**src/rtl/change_dispenser.sv**
```systemverilog
// change_dispenser: greedy change payout through a three-tube (5/2/1) coin hopper.
// Ejects one coin at a time under a pulse/acknowledge handshake, tracks per-tube
// coin counts, and raises a sticky fault on an empty tube or a hopper timeout.
//
// Ports:
//   clk        system clock
//   rst        asynchronous active-low reset
//   start      one-cycle request to dispense `amount` (accepted in IDLE/FAULT)
//   amount     change to dispense, in units
//   refill     one-cycle pulse, reloads all tubes to TUBE_INIT (IDLE/FAULT only)
//   hopper_ack hopper confirms one coin dropped
//   eject      one-hot {eject5, eject2, eject1} strobe to the hopper
//   busy       high while a dispense is in progress (SELECT through DONE)
//   remaining  units still to dispense
//   done       one-cycle completion pulse
//   fault      sticky error, cleared by the next accepted start or reset
//   tube5/2/1  current coin count per tube
module change_dispenser #(
  parameter int unsigned PULSE_CYCLES   = 4,
  parameter int unsigned TIMEOUT_CYCLES = 1000,
  parameter int unsigned TUBE_INIT      = 15
) (
  input  logic       clk,
  input  logic       rst,
  input  logic       start,
  input  logic [7:0] amount,
  input  logic       refill,
  input  logic       hopper_ack,
  output logic [2:0] eject,
  output logic       busy,
  output logic [7:0] remaining,
  output logic       done,
  output logic       fault,
  output logic [3:0] tube5,
  output logic [3:0] tube2,
  output logic [3:0] tube1
);

  localparam int unsigned CMAX = (PULSE_CYCLES > TIMEOUT_CYCLES) ? PULSE_CYCLES : TIMEOUT_CYCLES;
  localparam int CW = $clog2(CMAX + 1);

  typedef enum logic [2:0] {
    IDLE,
    SELECT,
    EJECT,
    WAIT_ACK,
    DONE,
    FAULT
  } state_t;

  state_t        state, state_nx;
  logic [2:0]    coin;        // latched one-hot denomination {5,2,1}
  logic [2:0]    coin_pick;
  logic [7:0]    coin_val;
  logic [7:0]    rem_left;
  logic [CW-1:0] cnt;         // shared pulse-width / timeout counter
  logic          zero_done;   // DONE reached via amount=0: keep busy low
  logic          accept;
  logic          take;
  logic          refill_ok;

  always_ff @(posedge clk or negedge rst) begin
    if (!rst) state <= IDLE;
    else      state <= state_nx;
  end

  always_comb begin
    state_nx  = state;
    coin_pick = '0;
    accept    = 1'b0;
    take      = 1'b0;
    refill_ok = 1'b0;

    unique case (coin)
      3'b100:  coin_val = 8'd5;
      3'b010:  coin_val = 8'd2;
      3'b001:  coin_val = 8'd1;
      default: coin_val = 8'd0;
    endcase
    rem_left = remaining - coin_val;

    // Greedy pick: largest denomination that fits and whose tube is non-empty.
    if (remaining >= 8'd5 && tube5 != 4'd0)      coin_pick = 3'b100;
    else if (remaining >= 8'd2 && tube2 != 4'd0) coin_pick = 3'b010;
    else if (remaining >= 8'd1 && tube1 != 4'd0) coin_pick = 3'b001;

    unique case (state)
      IDLE, FAULT: begin
        refill_ok = refill;
        if (start) begin
          accept   = 1'b1;
          state_nx = (amount == 8'd0) ? DONE : SELECT;
        end
      end
      SELECT:   state_nx = (coin_pick == 3'b000) ? FAULT : EJECT;
      EJECT:    if (cnt == CW'(PULSE_CYCLES - 1)) state_nx = WAIT_ACK;
      WAIT_ACK: begin
        // An ack on the final timeout cycle wins over the timeout.
        if (hopper_ack) begin
          take     = 1'b1;
          state_nx = (rem_left == 8'd0) ? DONE : SELECT;
        end else if (cnt == CW'(TIMEOUT_CYCLES - 1)) begin
          state_nx = FAULT;
        end
      end
      DONE:     state_nx = IDLE;
      default:  state_nx = IDLE;
    endcase
  end

  always_ff @(posedge clk or negedge rst) begin
    if (!rst) begin
      remaining <= '0;
      coin      <= '0;
      cnt       <= '0;
      zero_done <= 1'b0;
      tube5     <= 4'(TUBE_INIT);
      tube2     <= 4'(TUBE_INIT);
      tube1     <= 4'(TUBE_INIT);
    end else begin
      if (accept) begin
        remaining <= amount;
        zero_done <= (amount == 8'd0);
      end
      if (refill_ok) begin
        tube5 <= 4'(TUBE_INIT);
        tube2 <= 4'(TUBE_INIT);
        tube1 <= 4'(TUBE_INIT);
      end
      if (state == SELECT) coin <= coin_pick;
      if (take) begin
        remaining <= rem_left;
        if (coin[2]) tube5 <= tube5 - 4'd1;
        if (coin[1]) tube2 <= tube2 - 4'd1;
        if (coin[0]) tube1 <= tube1 - 4'd1;
      end
      // Counter restarts on every state change so WAIT_ACK always begins at 0.
      if ((state == EJECT || state == WAIT_ACK) && state_nx == state)
        cnt <= cnt + CW'(1);
      else
        cnt <= '0;
    end
  end

  always_comb begin
    eject = (state == EJECT) ? coin : 3'b000;
    busy  = (state inside {SELECT, EJECT, WAIT_ACK}) || (state == DONE && !zero_done);
    done  = (state == DONE);
    fault = (state == FAULT);
  end

endmodule

```
**config.mk**
```make
export PLATFORM = sky130hd
export DESIGN_NAME = change_dispenser
export DESIGN_NICKNAME = d
export VERILOG_FILES = /design/src/rtl/change_dispenser.sv
export SDC_FILE = /design/constraint.sdc
export NUM_CORES = 1
export LEC_CHECK = 0
export BUFFER_PORTS_ARGS = -buffer_cell sky130_fd_sc_hd__buf_2
export CAP_MARGIN = 20
export CORE_MARGIN = 10
export CORE_UTILIZATION = 32
export DETAILED_ROUTE_END_ITERATION = 16
export GPL_TIMING_DRIVEN = 1
export HOLD_SLACK_MARGIN = 0.1
export SETUP_SLACK_MARGIN = 0.1
export SYNTH_ARGS = -nofsm -noshare
export SYNTH_HDL_FRONTEND = slang
export SYNTH_SLANG_ARGS = --single-unit
```
**constraint.sdc**
```tcl
create_clock -name clk -period 3.3 [get_ports clk]
set_input_delay 0.33 -clock clk [delete_from_list [all_inputs] [get_ports clk]]
set_output_delay 0.33 -clock clk [all_outputs]
set_load 0.005 [all_outputs]
```
==> results of run 1 <==
==> sequential cells by signal, summed over array words and instances, names as in the netlist <==
register / cells
cnt: 10
coin: 3
remaining: 8
state: 3
tube1: 4
tube2: 4
tube5: 4
zero_done: 1
==> per-layer routing <==
| metal | GRT usage | vias up | wire length (µm) |
|---|---|---|---|
| met5 | 0 | - | 0 |
| met4 | 0.0290 | 0 | 61 |
| met3 | 0.0272 | 8 | 210 |
| met2 | 0.178 | 38 | 2880 |
| met1 | 0.138 | 1017 | 2790 |
| li1 | - | 1029 | - |
==> area by class of cell <==
type / instances / area, µm² / share of cell area
Clock buffer: 6 / 72.6 / 0.0268
Timing Repair Buffer: 42 / 220 / 0.0812
Sequential cell: 37 / 941 / 0.347
Inverter: 12 / 45.0 / 0.0166
Tap cell: 99 / 124 / 0.0457
Clock inverter: 2 / 10.0 / 0.00369
Multi-Input combinational cell: 204 / 1300 / 0.479
==> worst reg2reg max path: stages, from the launching register on <==
cell and delay (ns):
dfrtp_1 0.41, or3b_2 0.51, fa_1 0.45, a211o_1 0.37
or4_4 0.43, a31oi_1 0.18, a2111oi_0 0.07, or4_1 0.40
==> cells in the mapped netlist (all sizes together), types with 7 or more instances <==
library cell	n	area, µm²
nor2	35	131
dfrtp	25	626
nand2	18	67.6
a21oi	14	70.1
a31oi	14	87.6
o21ai	13	65.1
dfstp	12	315
inv	12	45.0
xnor2	10	87.6
nor3	9	45.0
buf	8	57.6
clkbuf	8	30.0
nand3b	8	60.1
ha	7	87.6
==> path summary, 6_finish.rpt <==
kind / from / endpoint / slack (ns) / depth (start not counted)
max in group asynchronous: rst / remaining[0] / 2.62 / 1
min in group clk: amount[6] / remaining[6] / 0.32 / 3
setup / recovery: coin[2] / state[2] / 0.35 / 7
setup reg to reg: coin[2] / state[2] / 0.35 / 7
hold reg to reg: zero_done / zero_done / 0.49 / 2
hold / removal: rst / cnt[8] / 0.15 / 1
==> cell families (layout without fill, tap and decap cells) <==
logic type	Yosys count	in the layout	synth area share
buffers and inverters	28	62	0.0560
flip-flops	37	37	0.397
adder cells (fa/ha/maj)	8	8	0.0455
multiplexers	4	4	0.0174
AO/OA/AOI/OAI	63	63	0.170
XOR/XNOR	15	15	0.0555
AND/OR/NAND/NOR	114	114	0.258
==> placed cells by master (no fill, tap or decap), types with 2 or more instances in the layout <==
cell / netlist / layout
nand2_1: 18 / 18
nor3b_1: 2 / 2
dfrtp_1: 25 / 25
nand3b_1: 8 / 8
nor3_1: 9 / 8
a31oi_1: 14 / 14
o21ai_1: 3 / 3
or3_1: 4 / 4
ha_1: 7 / 7
nor2_1: 35 / 35
clkbuf_8: 0 / 5
nand2b_1: 2 / 2
o22ai_1: 2 / 2
dfstp_2: 12 / 12
buf_4: 1 / 4
nand3_1: 6 / 6
a21oi_1: 14 / 14
inv_1: 12 / 12
buf_2: 6 / 38
a311oi_1: 2 / 2
o21a_1: 2 / 2
mux2i_1: 3 / 3
or2_2: 2 / 2
xor2_1: 5 / 5
clkinv_2: 0 / 2
o21ai_0: 10 / 10
and4_1: 3 / 3
a211oi_1: 2 / 2
xnor2_1: 10 / 10
a41o_1: 2 / 2
nor4_1: 4 / 4
a41oi_1: 3 / 3
and2_1: 2 / 2
and3_1: 6 / 6
nor4b_1: 2 / 2
or3b_2: 4 / 4
==> power breakdown <==
part           switching (mW)  total [mW]  internal, mW  leakage, nW
registers               0.151       0.695         0.544        0.445
logic                   0.476       0.810         0.334        0.693
clock network           0.173       0.319         0.147       0.0450
total                   0.801        1.83          1.02         1.18
==> results.sh, run 1 <==
export IMPL_first_pass_iters=4
export IMPL_postRouteAntennaNets=0
export IMPL_grt_max_degree=38
export IMPL_crit_path_end_kind="flip-flop"
export IMPL_ys_types=54
export IMPL_synth_avg_cell_area_um2=8.80
export IMPL_cap_violations=0
export IMPL_final_core_util=0.376
export IMPL_nNetsFinal=323
export IMPL_critical_path_max_stage_delay_ns=0.51
export IMPL_fmax_mhz=339
export IMPL_drc=0
export IMPL_path_delay_family="simple AND/OR/NAND/NOR gates"
export IMPL_cts_setup_buffers=0
export IMPL_path_cells="or3b_2, fa_1, a211o_1, or4_4, a31oi_1, a2111oi_0, or4_1"
export IMPL_dpl_cell_area_mm2=0.00263
export IMPL_path_clk_slew_ns=0.08
export IMPL_synth_edf_count=0
export IMPL_cp_slowest_cell="or3b_2"
export IMPL_dp_cells=394
export IMPL_holdWs_ns=0.146
export IMPL_n_fill_cell=773
export IMPL_final_cell_count_no_fill=402
export IMPL_area_growth_pct=14.5
export IMPL_synth_async_reset_ratio=1.00
export IMPL_design_area_mm2=0.00271
export IMPL_synth_fp_nets=290
export IMPL_grt_pass1_vias=2044
export IMPL_synth_area_mm2=0.00237
export IMPL_cp_data_arrival_time_ns=3.12
export IMPL_drive_above_1_share=0.234
export IMPL_maxSlewViolCount=0
export IMPL_vias=2092
export IMPL_status="finished clean"
export IMPL_cts_root_buf="clkbuf_8"
export IMPL_clk_latency_ns=0.29
export IMPL_slew_headroom=0.429
export IMPL_drtIter0Drc=101
export IMPL_rsz0062_at_grt="no"
export IMPL_portBuffers=38
export IMPL_worstPathRequired_ns=3.47
export IMPL_tns_ns=0
export IMPL_numCtsBuffers=5
export IMPL_synth_ff_type="dfrtp_1"
export IMPL_diodes=0
export IMPL_viasPerCell=5.20
export IMPL_ys_seq_area_frac=0.397
export IMPL_coreArea_mm2=0.00721
export IMPL_gp_congestion=0.818
export IMPL_grt_pass1_wl_mm=10.2
export IMPL_timing_hold_violations_final=0
export IMPL_cts_tree="done"
export IMPL_antenna_found_initial=0
export IMPL_syn_inst=269
export IMPL_hp_class="in2async"
export IMPL_start_util=0.328
export IMPL_rows=31
export IMPL_hold_buffers=0
export IMPL_dieArea_mm2=0.0112
export IMPL_min_period_ns=2.95
export IMPL_p_per_area_mw_per_mm2=673
export IMPL_worst_path_buf_inv=0
export IMPL_skew_ns=0.00263
export IMPL_start_kind="flip-flop"
export IMPL_yosysWarnings=0
export IMPL_vdd_drop_max_mv=0.265
export IMPL_io_pins=39
export IMPL_post_place_ws_ns=0.359
export IMPL_drt_total_wl_mm=5.95
export IMPL_grt_ovfl_total=0
export IMPL_wl_per_cell_um=14.8
export IMPL_cts_repair_resized=0
export IMPL_worst_slew_pin_slew_ns=0.856
export IMPL_grt_usage=0.108
export IMPL_die_h_um=106
export IMPL_hpwlAfterDp_mm=4.48
export IMPL_ys_seq_elements=37
export IMPL_finalSetupViolations=0
export IMPL_crit_fanout=5
export IMPL_power_total_mw=1.83
export IMPL_clock_path_buffers=2
export IMPL_die_w_um=106
export IMPL_path_class="reg2reg"
export IMPL_clkSinkCount=37
export IMPL_fin_crit_sh=0.895
export IMPL_worst_slack_ns=0.348
export IMPL_p_leak_nw=1.18
export IMPL_htreeDepth=2
No activity file was read; power rests on OpenSTA's default activity.
==> run 2: changes to the inputs <==
ABC_CLOCK_PERIOD_IN_PS = 3300   (was unset)
GPL_TIMING_DRIVEN = 0   (was 1)
==> run 2 against run 1 <==
- final cell count increased by 3.0%
- combinational power increased by 16%
- utilization increased by 1.1 points
- maximum frequency decreased by 2.4%
- clock power increased by 11%
- worst setup slack got worse by 0.073 ns
- global-route usage increased by 0.35 points
- non-clock buffer count increased by 12
- via count increased by 1.8%
- critical endpoint unchanged
- hold slack improved by 0.0076 ns
- first-iteration DRC count decreased by 2.0%
- sequential share of layout area decreased by 1.0 points
==> results.sh, run 2 (synthesis gave the netlist of run 1 again) <==
export IMPL_grt_max_degree=38
export IMPL_finalSetupViolations=0
export IMPL_fmax_mhz=330
export IMPL_min_period_ns=3.03
export IMPL_p_seq_frac=0.332
export IMPL_nNetsFinal=335
export IMPL_cp_data_arrival_time_ns=3.18
export IMPL_dp_cells=405
export IMPL_p_per_area_mw_per_mm2=694
export IMPL_grt_pass1_wl_mm=10.5
export IMPL_p_leak_nw=1.23
export IMPL_largest_register_ffs=10
export IMPL_drt_total_wl_mm=6.26
export IMPL_slew_headroom=0.423
export IMPL_start_util=0.328
export IMPL_fin_crit_sh=0.917
export IMPL_die_w_um=106
export IMPL_path_clk_slew_ns=0.08
export IMPL_final_core_util=0.387
export IMPL_worst_path_buf_inv=1
export IMPL_portBuffers=37
export IMPL_worst_r2r_setup_slack_ns=0.27
export IMPL_final_cell_count_no_fill=414
export IMPL_crit_fanout=10
export IMPL_vdd_drop_max_mv=0.394
export IMPL_drtIter0Drc=99
export IMPL_rows=31
export IMPL_cts_root_buf="clkbuf_8"
export IMPL_critical_path_max_stage_delay_ns=0.54
export IMPL_clockPowerShare=0.183
export IMPL_diodes=0
export IMPL_startpoint="coin[2]"
export IMPL_first_pass_iters=4
export IMPL_start_kind="flip-flop"
export IMPL_grt_usage=0.112
export IMPL_maxSlewViolCount=0
export IMPL_cp_slowest_cell="or3b_2"
export IMPL_p_sw_frac=0.422
export IMPL_regToRegEndpoint="state[2]"
export IMPL_die_h_um=106
export IMPL_antenna_found_initial=0
export IMPL_rsz0062_at_grt="no"
export IMPL_drive_above_1_share=0.251
export IMPL_viasPerCell=5.14
export IMPL_postRouteAntennaNets=0
export IMPL_grt_ovfl_total=0
export IMPL_hp_class="in2async"
export IMPL_worst_slew_pin_slew_ns=0.865
export IMPL_largestRegisters="cnt x10, remaining x8"
export IMPL_cp_depth=8
export IMPL_grt_pass1_vias=2097
export IMPL_tns_ns=0
export IMPL_internal_power_mw=1.12
export IMPL_numCtsBuffers=5
export IMPL_skew_ns=0.0102
export IMPL_ff2ff_path_depth=8
export IMPL_clock_path_buffers=2
export IMPL_gp_congestion=0.887
export IMPL_final_cell_mix="buf_2, nor2_1, dfrtp_1, nand2_1"
export IMPL_area_growth_pct=17.9
export IMPL_worstPathRequired_ns=3.45
export IMPL_vias=2129
export IMPL_path_class="reg2reg"
export IMPL_p_switching_mw=0.818
export IMPL_cap_violations=0
export IMPL_endpoint="state[2]"
export IMPL_layout_commonest_cell="buf_2"
export IMPL_r2r_start="coin[2]"
export IMPL_combPwrFrac=0.485
export IMPL_htreeDepth=2
export IMPL_hpwlAfterDp_mm=4.75
export IMPL_cts_tree="done"
export IMPL_dieArea_mm2=0.0112
export IMPL_io_pins=39
export IMPL_timing_hold_violations_final=0
export IMPL_wl_per_cell_um=15.1
export IMPL_path_cells="buf_2, or3b_2, fa_2, a211o_1, or4_4, a31oi_1, a2111oi_0, or4_1"
export IMPL_coreArea_mm2=0.00721
export IMPL_status="finished clean"
export IMPL_crit_path_end_kind="flip-flop"
export IMPL_path_delay_family="simple AND/OR/NAND/NOR gates"
export IMPL_drc=0
export IMPL_largest_register="cnt"
export IMPL_clk_latency_ns=0.29
export IMPL_clkSinkCount=37
[run 2: cell types whose count changed in the layout (fill, tap and decap cells not counted)]
cell	delta
fa_2	+1
nor3_2	-1
clkinv_2	-1
buf_2	+8
buf_4	-2
clkbuf_1	+4
clkbuf_8	+2
nor3_1	+1
fa_1	-1
buf_12	+1
[run 2: per-stage QoR]
stage,setup slack [ns],area [µm²],power (mW),hold WS [ns]
floorplan,0.285,2370,1.29,0.0344
global placement,0.0249,2680,1.56,0.454
detailed placement,-0.0551,2680,1.58,0.492
CTS,0.163,2790,1.95,0.191
global route,0.159,2790,2.11,0.212
finish,0.274,2790,1.94,0.153
[run 2: area by class of cell]
type / count / area, µm²
Tap cell: 99 / 124
Multi-Input combinational cell: 204 / 1300
Clock buffer: 7 / 96.3
Inverter: 12 / 45.0
Clock inverter: 1 / 5.00
Sequential cell: 37 / 941
Buffer: 16 / 91.3
Timing Repair Buffer: 38 / 193
Fill cell: 775 / 4420
[run 2: power by group through the flow]
stage	Combinational (mW)	Clock [mW]	Sequential [mW]
finish	0.939	0.355	0.643
global route	1.07	0.385	0.658
CTS	0.944	0.367	0.641
detailed placement	0.929	0	0.649
global placement	0.912	0	0.648
floorplan	0.658	0	0.634
[run 2: worst min-delay path by stage]
stage	start	to	slack [ns]	depth (start not counted)
2_1_floorplan	rst	cnt[0]	0.03	0
3_3_place_gp	zero_done	zero_done	0.45	2
3_5_place_dp	cnt[0]	cnt[0]	0.49	1
4_1_cts	rst	remaining[3]	0.19	1
5_1_grt	rst	remaining[6]	0.21	1
6_report	rst	state[2]	0.15	1
[run 2: timing repair]
action,4_1_cts,5_1_grt
endpoints found under the setup margin,1,1
setup buffers,1,0
pin swaps,1,0
hold buffers,0,0
gates resized for setup,3,4
[run 2: metal layers]
metal | share of wire | vias up | wire [µm] | track usage
met5 | 0 | - | 0 | 0
met4 | 0.0043 | 0 | 27 | 0.0174
met3 | 0.043 | 2 | 270 | 0.0332
met2 | 0.49 | 39 | 3050 | 0.186
met1 | 0.46 | 1030 | 2910 | 0.142
li1 | - | 1058 | - | -
